<file path="src/rtl/gb_spi_flash_reader.sv">
`timescale 1ns/1ps
`default_nettype none
// ============================================================================
// Module      : gb_spi_flash_reader
// Description : SPI-flash (mode 0) 32-bit little-endian word reader with
//               deep-power-down wake-up, feeding the cartridge loader.
// Revision    : 1.0 - initial release
// ============================================================================
module gb_spi_flash_reader #(
    parameter int CLK_DIV   = 1,
    parameter int WAKE_WAIT = 64,
    parameter int CS_GAP    = 2
) (
    input  logic        clk,
    input  logic        reset,
    input  logic        valid,
    input  logic [23:0] addr,
    output logic        ready,
    output logic [31:0] rdata,
    output logic        spi_csn,
    output logic        spi_sck,
    output logic        spi_mosi,
    input  logic        spi_miso
);

    typedef enum logic [2:0] {
        S_WAKE_CMD  = 3'd0,
        S_WAKE_WAIT = 3'd1,
        S_IDLE      = 3'd2,
        S_XFER      = 3'd3,
        S_DONE      = 3'd4,
        S_GAP       = 3'd5
    } state_t;

    localparam logic [15:0] C_DIV_LAST  = 16'(CLK_DIV - 1);
    localparam logic [15:0] C_WAKE_LAST = 16'(WAKE_WAIT - 1);
    // DONE and the accepting IDLE cycle already keep csn high for two cycles.
    localparam bit          C_HAS_GAP   = (CS_GAP > 2);
    localparam logic [15:0] C_GAP_LAST  = 16'((CS_GAP > 2) ? (CS_GAP - 3) : 0);
    localparam logic [31:0] C_WAKE_WORD = 32'hAB00_0000;
    localparam logic [7:0]  C_READ_CMD  = 8'h03;

    state_t      r_state;
    state_t      w_state_next;
    logic        r_ready;
    logic [31:0] r_rdata;
    logic        r_spi_csn;
    logic        r_spi_sck;
    logic [31:0] r_shift;
    logic [31:0] r_rx;
    logic [15:0] r_div_cnt;
    logic [6:0]  r_bit_cnt;
    logic [15:0] r_wait_cnt;

    logic        w_phase_end;
    logic        w_wake_last;
    logic        w_xfer_last;
    logic        w_shift_active;

    assign w_phase_end    = (r_div_cnt == C_DIV_LAST);
    assign w_wake_last    = !r_spi_csn && w_phase_end && r_spi_sck && (r_bit_cnt == 7'd7);
    assign w_xfer_last    = (r_bit_cnt == 7'd64);
    assign w_shift_active = ((r_state == S_WAKE_CMD) && !r_spi_csn) ||
                            ((r_state == S_XFER) && !w_xfer_last);

    always_ff @(posedge clk) begin
        if (reset) begin
            r_state <= S_WAKE_CMD;
        end else begin
            r_state <= w_state_next;
        end
    end

    always_comb begin
        w_state_next = r_state;
        case (r_state)
            S_WAKE_CMD:  if (w_wake_last)                    w_state_next = S_WAKE_WAIT;
            S_WAKE_WAIT: if (r_wait_cnt == C_WAKE_LAST)      w_state_next = S_IDLE;
            S_IDLE:      if (valid)                          w_state_next = S_XFER;
            S_XFER:      if (w_xfer_last)                    w_state_next = S_DONE;
            S_DONE:      w_state_next = C_HAS_GAP ? S_GAP : S_IDLE;
            S_GAP:       if (r_wait_cnt == C_GAP_LAST)       w_state_next = S_IDLE;
            default:     w_state_next = S_WAKE_CMD;
        endcase
    end

    always_ff @(posedge clk) begin
        if (reset) begin
            r_ready    <= 1'b0;
            r_rdata    <= '0;
            r_spi_csn  <= 1'b1;
            r_spi_sck  <= 1'b0;
            r_shift    <= '0;
            r_rx       <= '0;
            r_div_cnt  <= '0;
            r_bit_cnt  <= '0;
            r_wait_cnt <= '0;
        end else begin
            r_ready <= 1'b0;

            // Shared bit engine: mosi advances on sck fall, miso sampled on sck rise.
            if (w_shift_active) begin
                if (w_phase_end) begin
                    r_div_cnt <= '0;
                    if (!r_spi_sck) begin
                        r_spi_sck <= 1'b1;
                        if ((r_state == S_XFER) && (r_bit_cnt >= 7'd32)) begin
                            r_rx <= {r_rx[30:0], spi_miso};
                        end
                    end else begin
                        r_spi_sck <= 1'b0;
                        r_bit_cnt <= r_bit_cnt + 7'd1;
                        r_shift   <= {r_shift[30:0], 1'b0};
                    end
                end else begin
                    r_div_cnt <= r_div_cnt + 16'd1;
                end
            end

            case (r_state)
                S_WAKE_CMD: begin
                    if (r_spi_csn) begin
                        r_spi_csn <= 1'b0;
                        r_spi_sck <= 1'b0;
                        r_shift   <= C_WAKE_WORD;
                        r_div_cnt <= '0;
                        r_bit_cnt <= '0;
                    end else if (w_wake_last) begin
                        r_spi_csn  <= 1'b1;
                        r_wait_cnt <= '0;
                    end
                end
                S_WAKE_WAIT: r_wait_cnt <= r_wait_cnt + 16'd1;
                S_IDLE: begin
                    if (valid) begin
                        r_spi_csn <= 1'b0;
                        r_spi_sck <= 1'b0;
                        r_shift   <= {C_READ_CMD, addr};
                        r_rx      <= '0;
                        r_div_cnt <= '0;
                        r_bit_cnt <= '0;
                    end
                end
                S_XFER: begin
                    if (w_xfer_last) begin
                        r_spi_csn <= 1'b1;
                        r_ready   <= 1'b1;
                        r_rdata   <= {r_rx[7:0], r_rx[15:8], r_rx[23:16], r_rx[31:24]};
                    end
                end
                S_DONE:  r_wait_cnt <= '0;
                S_GAP:   r_wait_cnt <= r_wait_cnt + 16'd1;
                default: r_wait_cnt <= '0;
            endcase
        end
    end

    assign ready    = r_ready;
    assign rdata    = r_rdata;
    assign spi_csn  = r_spi_csn;
    assign spi_sck  = r_spi_sck;
    assign spi_mosi = r_shift[31];

endmodule
`default_nettype wire

</file>
<file path="config.mk">
export PLATFORM = sky130hd
export DESIGN_NAME = gb_spi_flash_reader
export DESIGN_NICKNAME = d
export VERILOG_FILES = /design/src/rtl/gb_spi_flash_reader.sv
export SDC_FILE = /design/constraint.sdc
export NUM_CORES = 1
export LEC_CHECK = 0
export CAP_MARGIN = 0
export CORE_ASPECT_RATIO = 0.6
export CORE_MARGIN = 10
export CORE_UTILIZATION = 60
export DETAILED_ROUTE_END_ITERATION = 12
export PLACE_DENSITY = 0.83
export RECOVER_POWER = 25
export SYNTH_ARGS = -nofsm -noshare
export SYNTH_HDL_FRONTEND = slang
export SYNTH_SLANG_ARGS = --single-unit
</file>
<file path="constraint.sdc">
create_clock -name clk -period 3.7 [get_ports clk]
set_input_delay 0.74 -clock clk [delete_from_list [all_inputs] [get_ports clk]]
set_output_delay 0.74 -clock clk [all_outputs]
set_load 0.01 [all_outputs]
</file>
==> metrics.yaml, run 1 <==
place:
  io_buffers: 63
  place_congestion: 0.839
  hpwlAfterDp_um: 9370
sta:
  tightest_slew_ns: 1.52
  setup_viol: 0
  slew-limit-headroom: -0.0118
  finalMaxSlewViolations: 34
  fin_setup_tns_ns: 0
  hold_viol_final: 0
  finClkSkew_ns: 0.00657
  fin_crit_sh: 0.799
  rsz0062_at_grt: "no"
  period_minus_slack_ns: 2.96
  fmax_ghz: 0.338
cts:
  cts_hold_buf: 0
  cts_sinks: 141
  clk_latency_ns: 0.42
  cts.reportedPaths.clkPinSlew_ns: 0.06
  ctsLongestPathBuffers: 2
  ctsRootBufferMaster: "clkbuf_16"
  h-tree-depth: 4
  post_cts_buffers: 0
  cts_buffers: 17
  cts_tree: "yes"
  cts_resized: 0
drt:
  met3WireLength_um: 698
  vias: 5074
  drt_wl_total_um: 14200
  drt-met1-wl_um: 6980
  drt-pass1-iter-count: 5
  antenna_left: 0
  wl_per_cell_um: 16.4
  avgViaCountPerCell: 5.86
  highest_layer: "met4"
  met2WireLength_um: 6370
  drtIter0Drc: 385
  route.detailed.drc: 0
worst_setup_path:
  r2r_slack_ns: 0.83
  worstSetupStartpoint: "reset"
  crit_end: "r_wait_cnt[4]"
  arrival_ns: 3.23
  startpoint_type: "input port"
  crit_required_ns: 3.98
  reg2reg_to: "rdata[29]"
  path_class: "in -> reg"
  critical_path.max_stage_delay_ns: 1.14
  crit_slowest_cell: "clkbuf_1"
  endpoint_kind: "flip-flop"
  path_max_fanout: 33
  crit_chain: "clkdlybuf4s50_1, clkbuf_1, a21oi_1, nand2_1, a21oi_1"
  path_common_cell: "a21oi_1"
  rr_startpoint: "r_state[2]"
  ff2ff_path_depth: 5
synth:
  synth_nets: 698
  synth_edf_count: 0
  ys_async_sr_fraction: 0
  synth_cells: 664
  syn_area_um2: 5940
  ys_types: 56
  avgSynthCellArea_um2: 8.94
  synth_common_cells: "dfxtp_1 (141), nand2_1 (102), mux2i_1 (66)"
  ys_ff_latch: 141
  synthTopCellsByArea: "dfxtp_1 (48%), mux2i_1 (11%), nand2_1 (6.4%)"
  synth_area_leader_cell: "dfxtp_1"
  synthMostInstantiatedCell: "dfxtp_1"
  yosys_warnings: 0
  yosysTopAreaCellShare: 0.475
  synth-main-ff-cell: "dfxtp_1"
  seq_area_frac_synth: 0.475
power:
  p_per_area_nw_per_um2: 470
  p_leak_uw: 0.00302
  vdd_drop_max_mv: 0.314
global_route:
  antenna_found_initial: 0
  grt_pass1_vias: 4756
  grt_max_degree: 36
  grt-ovfl-total: 0
  grt_pass1_wl_um: 23400
  grtUsageTotal: 0.193
floorplanning:
  die_h_um: 97.1
  row_count: 28
  ioPinCount: 64
  die-area_um2: 14400
  dieWidth_um: 148
  coreArea_um2: 9740
  initial_utilization: 0.610
layout:
  post-route-util: 0.748
  drive_above_1_share: 0.0862
  final_nets: 752
  area_delta_synth_final_pct: 22.6
  antenna_cells: 0
flow_run:
  maxCapViolCount: 1
status:
  violations: "capacitance limit, slew limit"
  status: "complete, but fails checks"
worst_hold_path:
  hold_class: "reg -> reg"
area by class of cell:
cell class / count / area (µm²)
sequential: 141 / 2820
tap: 135 / 169
clock buffer: 19 / 433
fill: 701 / 2450
inverter: 13 / 48.8
multi-input combinational: 472 / 2920
timing repair buffer: 73 / 699
clock inverter: 13 / 190
per-stage QoR:
stage                     std cells  hold WS (ns)  power, µW  worst slack, ns  instance area [µm²]
after floorplan                 664         0.431       1620             1.61                 5940
after global placement          834         0.440       1670             1.14                 6670
after detailed placement        834         0.448       1670             1.06                 6670
after CTS                       866         0.457       3440             1.02                 7290
after global routing            866         0.487       3520            0.527                 7280
final                           866         0.459       3420            0.743                 7280
worst max-delay path, delay by kind of cell:
| family | cells | cell delay, ns |
|---|---|---|
| buf+inv | 2 | 1.81 |
| simple gates | 1 | 0.50 |
| compound gates | 2 | 0.17 |
flip-flops by register name, indices dropped and copies added (netlist names):
signal,flops
ready,1
spi_sck,1
spi_csn,1
r_state,3
r_rx,32
r_bit_cnt,7
r_shift,32
r_div_cnt,16
rdata,32
r_wait_cnt,16
power breakdown:
| group | internal (µW) | total [µW] | switching, µW |
|---|---|---|---|
| Sequential | 1530 | 1530 | 6.99 |
| Clock | 1130 | 1780 | 648 |
| Combinational | 49.5 | 110 | 60.7 |
| Total | 2710 | 3420 | 716 |
worst min path at each step:
| stage | startpoint | depth (start not counted) | slack, ns | endpoint |
|---|---|---|---|---|
| global route | r_rx[13] | 2 | 0.49 | r_rx[14] |
| global placement | r_rx[31] | 2 | 0.44 | r_rx[31] |
| floorplan | r_rx[31] | 2 | 0.43 | r_rx[31] |
| finish | r_rx[31] | 2 | 0.46 | r_rx[31] |
| CTS | r_rx[31] | 2 | 0.46 | r_rx[31] |
| detailed placement | r_rx[31] | 2 | 0.45 | r_rx[31] |
cells in the final DEF, fill, tap and decap left out, types with 11 or more instances in the layout:
cell             count
a21oi_1             62
mux2i_1             66
clkdlybuf4s50_1     27
nand2_1            102
dlygate4sd3_1       36
nand3_1             14
inv_1               12
clkbuf_16           17
nand4_1             12
xnor2_1             11
dfxtp_1            141
nor2_1              60
o21ai_0             38
kinds of logic after synthesis:
group	share of synthesized area
flops	0.475
xor+xnor	0.0236
simple gates	0.199
mux	0.111
compound gates	0.137
buf+inv	0.0411
fa+ha+maj	0.0126
metal layers:
metal / global-route usage / up-vias
met5: 0 / -
met4: 0.0683 / 0
met2: 0.284 / 142
met3: 0.0521 / 23
met1: 0.266 / 2441
li1: - / 2468
(Power assumes the default switching activity.)
==> run 2: changes to the inputs <==
Settings changed: CORE_UTILIZATION 60 to 51, PLACE_DENSITY 0.83 to 0.75.
Clock period 3.7 ns to 2.5 ns, I/O delays scaled along.
==> run 2 against run 1 <==
  * The run now ends clean
  * Hold slack worse by 0.0048 ns
  * Flip-flop and latch count unchanged
  * Total power up 50%
  * Final area up 2.2%
  * Wire length up 0.80%
  * First-iteration DRC count up 14%
  * Global-route usage down 2.3 points
  * Clock power up 52%
==> metrics.yaml, run 2 (synthesis results as in run 1) <==
sta:
  rsz0062_at_grt: "no"
  finClkSkew_ns: 0.0153
  fin_crit_sh: 0.919
  hold_viol_final: 0
  finalMaxSlewViolations: 0
  slew-limit-headroom: 0.591
  tightest_slew_ns: 0.608
  period_minus_slack_ns: 2.30
  worst_hold_slack_ns: 0.454
  setup_viol: 0
  fin_setup_tns_ns: 0
  fmax_ghz: 0.435
drt:
  drt-pass1-iter-count: 8
  drtIter0Drc: 440
  avgViaCountPerCell: 5.59
  drt_wl_total_um: 14400
  route.detailed.drc: 0
  antenna_left: 0
  wl_per_cell_um: 16.0
  vias: 5029
power:
  p_per_area_nw_per_um2: 690
  vdd_drop_max_mv: 0.471
  p_leak_uw: 0.00309
floorplanning:
  coreArea_um2: 11300
  ioPinCount: 64
  die-area_um2: 16500
  die_h_um: 104
  row_count: 30
  dieWidth_um: 159
  initial_utilization: 0.524
cts:
  post_cts_buffers: 0
  cts_resized: 0
  cts.reportedPaths.clkPinSlew_ns: 0.06
  cts_buffers: 17
  ctsRootBufferMaster: "clkbuf_16"
  cts_hold_buf: 0
  h-tree-depth: 4
  cts_sinks: 141
  clk_latency_ns: 0.42
  cts_tree: "yes"
  ctsLongestPathBuffers: 2
place:
  place_congestion: 0.918
  hpwlAfterDp_um: 9780
  io_buffers: 63
layout:
  antenna_cells: 0
  final_nets: 760
  final_common_cell: "dfxtp_1"
  area_delta_synth_final_pct: 25.3
  post-route-util: 0.657
  n_fill_cell: 890
  drive_above_1_share: 0.0961
  most-common-layout-cells: "dfxtp_1 (141), nand2_1 (102), mux2i_1 (66)"
worst_hold_path:
  hold_class: "reg -> reg"
status:
  status: "finished, final reports clean"
worst_setup_path:
  crit_required_ns: 2.83
  startpoint_type: "flip-flop"
  endpoint_kind: "flip-flop"
  path_max_fanout: 28
  r2r_slack_ns: 0.20
  path_class: "reg -> reg"
  arrival_ns: 2.62
global_route:
  grt-ovfl-total: 0
  grt_pass1_vias: 4802
  grt_pass1_wl_um: 24100
  grtUsageTotal: 0.170
  grt_max_degree: 36
  antenna_found_initial: 0
flow_run:
  maxCapViolCount: 0
run 2: cell type report:
cell class | instances | area (µm²) | area share
tap | 160 | 200 | 0.0269
clock buffer | 18 | 429 | 0.0576
inverter | 13 | 48.8 | 0.00655
timing repair buffer | 81 | 816 | 0.110
sequential | 141 | 2820 | 0.379
clock inverter | 14 | 204 | 0.0274
multi-input combinational | 472 | 2920 | 0.393
run 2: final timing paths:
kind | cells past startpoint | startpoint | endpoint
max | 5 | r_bit_cnt[3] | r_wait_cnt[13]
max reg2reg | 5 | r_bit_cnt[3] | r_wait_cnt[13]
min reg2reg | 2 | r_rx[31] | r_rx[31]
min | 2 | r_rx[31] | r_rx[31]
run 2: layer usage:
metal,part of all wire,track usage,vias to the layer above
li1,-,-,2480
met1,0.50,0.229,2363
met2,0.43,0.262,167
met3,0.055,0.0510,19
met4,0.010,0.0422,0
met5,0,0,-
run 2: per-stage QoR:
stage | cells | setup WS [ns] | power [µW] | cell area, µm²
after floorplan | 664 | 0.414 | 2400 | 5940
after global placement | 867 | 0.284 | 2490 | 6810
after detailed placement | 867 | 0.108 | 2490 | 6810
after CTS | 899 | 0.143 | 5170 | 7440
after global routing | 899 | 0.0638 | 5300 | 7440
final | 899 | 0.202 | 5140 | 7440
run 2: power by group:
group / switching [µW] / internal [µW] / total [µW]
Combinational: 93.8 / 81.8 / 176
Clock: 1000 / 1690 / 2700
Sequential: 10.1 / 2260 / 2270
Total: 1110 / 4030 / 5140
run 2: critical path, cell delays in order (launching register included):
cell     delay (ns)
dfxtp_1        0.35
or4_4          0.57
nor4_4         0.31
a21oi_4        0.22
or4_1          0.58
a21oi_1        0.18
==> run 3: changes to the inputs <==
Settings changed: CAP_MARGIN 0 to 20, REMOVE_ABC_BUFFERS set to 1.
==> run 3 against run 2 <==
  * Via count grew 0.38%
  * Die area is the same
  * Clock power grew 3%
  * Critical path depth is the same
  * First-iteration DRC count shrank 27%
  * Fmax grew 1.7%
  * Global-route usage grew 0.54 points
  * Core utilization grew 0.28 points
  * Sequential power is essentially flat
  * Non-clock buffer count grew 2
  * Total power grew 1.6%
  * Critical endpoint is now r_wait_cnt[14]
  * Critical path type unchanged
  * Largest power group unchanged
  * Flip-flop and latch count is the same
==> metrics.yaml, run 3 (synthesis results as in run 1) <==
sta:
  worst_hold_slack_ns: 0.456
  fin_crit_sh: 0.903
  fmax_ghz: 0.443
  rsz0062_at_grt: "no"
  hold_viol_final: 0
  fin_setup_tns_ns: 0
  setup_viol: 0
  period_minus_slack_ns: 2.26
  slew-limit-headroom: 0.594
  tightest_slew_ns: 0.608
  finClkSkew_ns: 0.00930
  finalMaxSlewViolations: 0
worst_setup_path:
  crit_chain: "or4_4, nor4_4, a21oi_4, or4_1, a21oi_1"
  crit_required_ns: 2.83
  path_max_fanout: 28
  endpoint_kind: "flip-flop"
  ff2ff_path_depth: 5
  arrival_ns: 2.59
  critical_path.max_stage_delay_ns: 0.57
  r2r_slack_ns: 0.24
  rr_startpoint: "r_bit_cnt[6]"
  reg2reg_to: "r_wait_cnt[14]"
  critPathBufInv: 0
  startpoint_type: "flip-flop"
  cpLargestDelayFamily: "simple AND/OR/NAND/NOR gates"
  crit_slowest_cell: "or4_4"
  path_class: "reg -> reg"
power:
  clkPwrFrac: 0.532
  internal_power_uw: 4150
  p_per_area_nw_per_um2: 699
  combPwrFrac: 0.034
  swShare: 0.206
  total_power_uw: 5220
  p_leak_uw: 0.00311
  switchingPower_uw: 1080
  pwr-share-seq: 0.434
  vdd_drop_max_mv: 0.547
layout:
  most-common-layout-cells: "dfxtp_1 (141), nand2_1 (102), mux2i_1 (66)"
  final_common_cell: "dfxtp_1"
  area_delta_synth_final_pct: 25.9
  final_nets: 762
  drive_above_1_share: 0.0973
  post-route-util: 0.659
  antenna_cells: 0
global_route:
  grtUsageTotal: 0.176
  grt_pass1_vias: 4921
  grt_max_degree: 36
  grt-ovfl-total: 0
  grt_pass1_wl_um: 24800
  antenna_found_initial: 0
floorplanning:
  row_count: 30
  coreArea_um2: 11300
  die_h_um: 104
  initial_utilization: 0.524
  ioPinCount: 64
  dieWidth_um: 159
  die-area_um2: 16500
cts:
  cts_tree: "yes"
  clk_latency_ns: 0.41
  ctsLongestPathBuffers: 2
  cts.reportedPaths.clkPinSlew_ns: 0.06
  h-tree-depth: 4
  cts_hold_buf: 0
  ctsRootBufferMaster: "clkbuf_16"
  cts_sinks: 141
  cts_buffers: 17
drt:
  vias: 5048
  drt_wl_total_um: 14500
  drtIter0Drc: 323
  drt-pass1-iter-count: 4
  wl_per_cell_um: 16.1
  route.detailed.drc: 0
  antenna_left: 0
  avgViaCountPerCell: 5.61
status:
  status: "finished, final reports clean"
worst_hold_path:
  min_path_cells: 2
  hold_end: "r_rx[31]"
  hold_class: "reg -> reg"
  min_from: "r_rx[31]"
place:
  place_congestion: 0.877
  io_buffers: 63
  hpwlAfterDp_um: 9520
flow_run:
  maxCapViolCount: 0
==> run 3: how the worst max path moves through the flow <==
stage | from | to | slack [ns] | cells past startpoint
final | r_bit_cnt[6] | r_wait_cnt[14] | 0.24 | 5
after global routing | r_bit_cnt[0] | r_shift[29] | 0.14 | 9
after floorplan | r_bit_cnt[0] | r_shift[27] | -1.56 | 7
after CTS | r_bit_cnt[0] | r_div_cnt[4] | 0.03 | 7
after global placement | valid | r_div_cnt[3] | 0.18 | 6
after detailed placement | valid | r_div_cnt[4] | 0.05 | 6
==> run 3: worst min-delay path, delay by kind of cell, from the launching register on <==
kind,cells,cell delay [ns]
simple gates,1,0.05
compound gates,1,0.05
flops,1,0.31
==> run 3: what timing repair did <==
| item | in CTS | in global routing |
|---|---|---|
| endpoints found under the setup margin | 0 | 15 |
| gates resized for setup | 0 | 1 |
| buffers inserted | 0 | 0 |
==> run 3: area by class of cell <==
cell class	instances	area [µm²]
clock buffers	19	443
well taps	160	200
flip-flops and latches	141	2820
fillers	906	3860
repair buffers	83	831
multi-input cells	472	2920
clock inverters	12	206
inverters	13	48.8
==> run 3: routing by layer <==
metal  track usage  routed length, µm
met2         0.261               6490
met5             0                  0
met3        0.0486                764
met4        0.0461                 57
met1         0.244               7200
==> run 3: power groups by stage <==
| stage | clock network, µW | registers [µW] | logic [µW] |
|---|---|---|---|
| floorplan | 0 | 2320 | 71.8 |
| global placement | 0 | 2310 | 172 |
| detailed placement | 0 | 2320 | 175 |
| CTS | 2820 | 2270 | 178 |
| global route | 2910 | 2270 | 193 |
| finish | 2780 | 2270 | 178 |
==> run 3: metrics by stage <==
step	worst slack, ns	area (µm²)	std cells
finish	0.241	7480	900
detailed placement	0.0475	6820	868
floorplan	-1.56	5740	626
global placement	0.180	6820	868
global route	0.138	7480	900
CTS	0.0292	7470	899
==> variant 1, RTL diff (flow settings as in run 3) <==
Reset style: asynchronous (`reset`), changed in 2 clocked blocks.
--- a/src/rtl/gb_spi_flash_reader.sv
+++ b/src/rtl/gb_spi_flash_reader.sv
@@ -65,3 +65,3 @@
 
-    always_ff @(posedge clk) begin
+    always_ff @(posedge clk or posedge reset) begin
         if (reset) begin
@@ -86,3 +86,3 @@
 
-    always_ff @(posedge clk) begin
+    always_ff @(posedge clk or posedge reset) begin
         if (reset) begin
Behaviour: differs if reset is asserted again (counterexample within 4 cycles, from zero or initial values and one cycle with reset high); with reset held inactive, the same outputs for 10 cycles.
==> variant 1 against run 3 <==
The flow now finishes with violations (capacitance limit, slew limit). Final cell count fell by 5.7%. Worst setup slack lost 0.037 ns. Area after synthesis grew 8.8%. Total power is 8.3% lower. Routed wire length is 1.2% higher. Sequential cell count unchanged. Critical path depth up 1. Critical endpoint is now r_wait_cnt[9]. Count of clock-buffer cells in the layout down 1. Clock skew up 0.0010 ns. Via count grew 0.22%. Final area rose by 6.3%.
==> variant 1: results (changes against run 3) <==
- Failing checks: capacitance limit, slew limit
- Global routing met3 resource utilization: 0.05080 (+0.002186)
- Vias: 5059 (+0.22%)
- Worst setup path startpoint: r_bit_cnt[0]
- Vias in the first global route: 4897 (-0.49%)
- Final #Nets: 705 (-7.5%)
- Fillers: 926 (+2.2%)
- Final Skew: 0.01032 ns (+0.001018 ns)
- Dpl cells: 817 (-5.9%)
- Number of max-cap violations: 1 (+1)
- Synth top area cells: dfrtp_1, nand2_1, mux2_2, a21oi_1, a221o_1
- First-pass GRT wire length: 24800 µm (-0.11%)
- Global placer's final weighted congestion: 0.8735 (-0.44%)
- Placed cell areas: 0.007383 mm² (+8.3%)
- Outcome: complete, but fails checks
- Sequential fraction of the synthesis area: 0.5462 (+0.07093)
- 1st-iter DRT viols: 392 (+21%)
- Detailed Place HPWL: 9682 µm (+1.7%)
- Pre-Repair DR Iteration Count: 5 (+1)
- Avg Inst Size Synth: 10.72 µm² (+20%)
- Largest net degree at the start of global routing: 61 (+69%)
- R2r setup slk: 0.20 ns (-0.04 ns)
- Synth cell types: 54 (-3.6%)
- Rel. slew slack: -0.07317 (-0.6669)
- Routed WL: 14690 µm (+1.2%)
- Final slew viol count: 38 (+38)
## variant 1: changes by cell type in the layout (fill, tap and decap cells not counted), moves of 22 or more
cell / delta
a221o_1: +23
mux2i_1: -64
mux2_2: +32
nor2_1: -34
dfrtp_1: +140
dlygate4sd3_1: -34
and3_1: +25
o21ai_0: -22
dfxtp_1: -141
clkdlybuf4s50_1: +34
## variant 1: layout make-up
class | instances | area, µm² | share of cell area
sequential | 141 | 3530 | 0.4443
clock buffer | 18 | 429.2 | 0.05402
timing repair buffer | 84 | 863.3 | 0.1087
tap | 165 | 206.4 | 0.02599
multi-input combinational | 412 | 2725 | 0.3430
clock inverter | 14 | 133.9 | 0.01685
inverter | 15 | 56.30 | 0.007088
## variant 1: worst min path at each step
stage / start / to / slack (ns) / cells after the start
final: r_wait_cnt[12] / r_wait_cnt[12] / 0.49 / 1
after global routing: r_shift[9] / r_shift[10] / 0.52 / 1
after CTS: r_wait_cnt[12] / r_wait_cnt[12] / 0.49 / 1
after detailed placement: r_shift[24] / r_shift[24] / 0.48 / 2
after global placement: r_wait_cnt[12] / r_wait_cnt[12] / 0.48 / 1
after floorplan: r_wait_cnt[12] / r_wait_cnt[12] / 0.45 / 1
## variant 1: worst reg2reg max path: stages, from the launching register on
cell and delay [ns]:
dfrtp_1 0.41, ha_1 0.22, and3_1 0.20, and3_1 0.20
a311oi_4 0.74, o311ai_0 0.29, o41ai_1 0.11
## variant 1: through the flow
stage | worst slack (ns) | hold WS [ns]
2_1_floorplan | -1.780 | 0.4547
3_3_place_gp | 0.3468 | 0.4750
3_5_place_dp | 0.2379 | 0.4847
4_1_cts | 0.2140 | 0.4935
5_1_grt | 0.06431 | 0.5225
6_report | 0.2040 | 0.4917
## variant 1: cells by family (layout without fill, tap and decap cells)
logic type      count (synthesis)  in the layout  synth area share
compound gates                139            139            0.1653
buf+inv                        50            131           0.03408
xor+xnor                       15             15           0.02033
fa+ha+maj                       6              6           0.01162
flops                         141            141            0.5462
simple gates                  218            218            0.1636
mux                            34             34           0.05886
## variant 1: power by group through the flow
stage / logic [µW] / registers (µW) / clock network, µW
2_1_floorplan: 33.5 / 2320 / 0
3_3_place_gp: 101 / 2320 / 0
3_5_place_dp: 103 / 2320 / 0
4_1_cts: 103 / 2280 / 2450
5_1_grt: 111 / 2280 / 2560
6_report: 99.3 / 2280 / 2410
## variant 1: metal layers
metal / share of wire / routed length (µm)
met2: 0.44 / 6502
met3: 0.075 / 1101
met4: 0.0041 / 60
met1: 0.48 / 7024
met5: 0 / 0
==> variant 2, RTL diff (flow settings as in run 3) <==
Made on the original files. `WAKE_WAIT`: 64 -> 32.
--- a/src/rtl/gb_spi_flash_reader.sv
+++ b/src/rtl/gb_spi_flash_reader.sv
@@ -10,3 +10,3 @@
     parameter int CLK_DIV   = 1,
-    parameter int WAKE_WAIT = 64,
+    parameter int WAKE_WAIT = 32,
     parameter int CS_GAP    = 2
Formal check against the unedited RTL: same outputs for any inputs over 4 cycles, from zero or initial values and one cycle with reset high; that may be too few to reach the edited logic, so the function may still have changed.
==> variant 2 against run 3 <==
Critical path depth rose by 1. Count of clock-buffer cells in the layout fell by 2. Sequential cell count did not move. First-iteration DRC count rose by 33%. Worst hold slack got worse by 0.011 ns. Via count rose by 4.2%. Routed wire length fell by 3.1%. Clock skew rose by 0.00075 ns. Final area fell by 1.0%. Area after synthesis fell by 0.78%. Global-route usage fell by 0.33 points. Fmax fell by 6.0%. Worst setup slack got worse by 0.14 ns. Largest cell class unchanged.
Power is not compared: it rests on default switching activity, and its combinational part moved more than twofold at a synthesized area within 25%.
==> variant 2: results (changes against run 3) <==
- Skew-Pair Late Insertion Delay: 0.42 ns
- Leak: 0.002725 µW
- Synth top area cells: dfxtp_1, nand2_1, a21oi_1, mux2i_1, o21ai_0
- Drc violations: 0 (unchanged)
- Post-cts resize count: 0 (unchanged)
- Detailed Place HPWL: 9448 µm (-0.77%)
- Global placer's final weighted congestion: 0.8615 (-1.8%)
- Wire per inst: 14.88 µm (-7.7%)
- Sequential fraction of the synthesis area: 0.4790 (+0.003733)
- N_diodes: 0 (unchanged)
- Crit path max fanout: 30 (+7.1%)
- Final Skew: 0.01005 ns (+0.0007530 ns)
- CTS buffer count: 17 (unchanged)
- All-layer global routing usage: 0.1724 (-0.003313)
- Peak VDD IR: 0.5329 mV
- Initial antenna violation count: 0 (unchanged)
- Setup WS pre-CTS: 0.1282 ns (+0.08073 ns)
- Clock Tree Root: clkbuf_16
- FFs w/ async S/R, synth: 0 (unchanged)
- Synth cell types: 45 (-20%)
- Pint: 3868 µW
- Final #Nets: 806 (+5.8%)
- Most used DFF post-synth: dfxtp_1
- First-pass GRT wire length: 23660 µm (-4.7%)
- # setup viols final: 0 (unchanged)
- Slowest cell on crit path: or4b_4
- 1st-iter DRT viols: 431 (+33%)
- Largest net degree at the start of global routing: 37 (+2.8%)
- Synth warnings: 0 (unchanged)
- Clock Path Buffers: 2 (unchanged)
- H-tree depth: 4 (unchanged)
- Most frequent cells after synthesis: nand2_1, dfxtp_1, a21oi_1, o21ai_0, mux2i_1
- Vias: 5261 (+4.2%)
- Outcome: finished, final reports clean
- Crit-path max cell delay: 0.53 ns (-0.04 ns)
- Port Buf Inserts: 63 (unchanged)
- Slew @ Worst Pin: 0.6954 ns (+0.08743 ns)
- Post-CTS Setup Inserts: 0 (unchanged)
- Pre-Repair DR Iteration Count: 5 (+1)
- Fraction of layout cells with a size suffix above 1: 0.07771 (-0.01959)
- Hold crit path type: flop to flop
- Fillers: 934 (+3.1%)
- WP data arrival: 2.74 ns (+0.15 ns)
- Clk slew on worst S/H paths: 0.06 ns (about the same)
- Final slew viol count: 0 (unchanged)
- Vias in the first global route: 4968 (+0.96%)
[variant 2: cell types whose count changed in the layout (fill, tap and decap cells not counted), moves of 5 or more]
cell	change
nand2_1	+72
a21oi_1	+32
mux2i_1	-32
nor2_1	-29
nor3_1	+7
nand4_1	-5
[variant 2: worst max-delay path: cells and delay by family (launching register included)]
kind	cells	cell delay [ns]
buffers and inverters	1	0.16
AO/OA/AOI/OAI	2	0.41
flip-flops	1	0.33
AND/OR/NAND/NOR	3	1.42
[variant 2: cells by family after synthesis]
group / synth area share
and+or+nand+nor: 0.2217
AOI/OAI and AO/OA: 0.1637
DFF: 0.4790
buffers and inverters: 0.03800
muxes: 0.05966
xor gates and xnor gates: 0.02526
adders and majority gates: 0.01274
[variant 2: final timing paths]
kind,to,slack [ns],from,cells past startpoint
max,r_wait_cnt[10],0.1,r_bit_cnt[5],6
min,rdata[6],0.45,rdata[6],2
max reg2reg,r_wait_cnt[10],0.1,r_bit_cnt[5],6
min reg2reg,rdata[6],0.45,rdata[6],2
[variant 2: per-layer routing]
metal  vias to the layer above  GRT usage  wire [µm]
li1                       2613          -          -
met2                       185     0.2696       6208
met4                         0    0.05293        154
met1                      2439     0.2259       6715
met3                        24    0.05257        980
met5                         -          0          0
[variant 2: final cells by class]
type / count / area [µm²] / area share
Inverter: 14 / 52.55 / 0.007103
Clock buffer: 17 / 425.4 / 0.05750
Multi-Input combinational cell: 512 / 2870 / 0.3880
Tap cell: 160 / 200.2 / 0.02706
Sequential cell: 141 / 2823 / 0.3815
Timing Repair Buffer: 86 / 859.6 / 0.1162
Clock inverter: 15 / 167.7 / 0.02266
[variant 2: stage by stage]
stage | std cells | cell area [µm²] | TNS [ns] | hold slack (ns)
2_1_floorplan | 667 | 5722 | -69.34 | 0.4305
3_3_place_gp | 913 | 6812 | 0 | 0.4382
3_5_place_dp | 913 | 6812 | 0 | 0.4437
4_1_cts | 945 | 7405 | 0 | 0.4544
5_1_grt | 945 | 7398 | 0 | 0.4715
6_report | 945 | 7398 | 0 | 0.4453
[variant 2: power groups by stage]
stage / logic, µW / clock network [µW] / registers, µW
final: 384 / 2520 / 2320
after global routing: 422 / 2660 / 2320
after floorplan: 209 / 0 / 2360
after global placement: 371 / 0 / 2360
after detailed placement: 380 / 0 / 2370
after CTS: 384 / 2560 / 2310
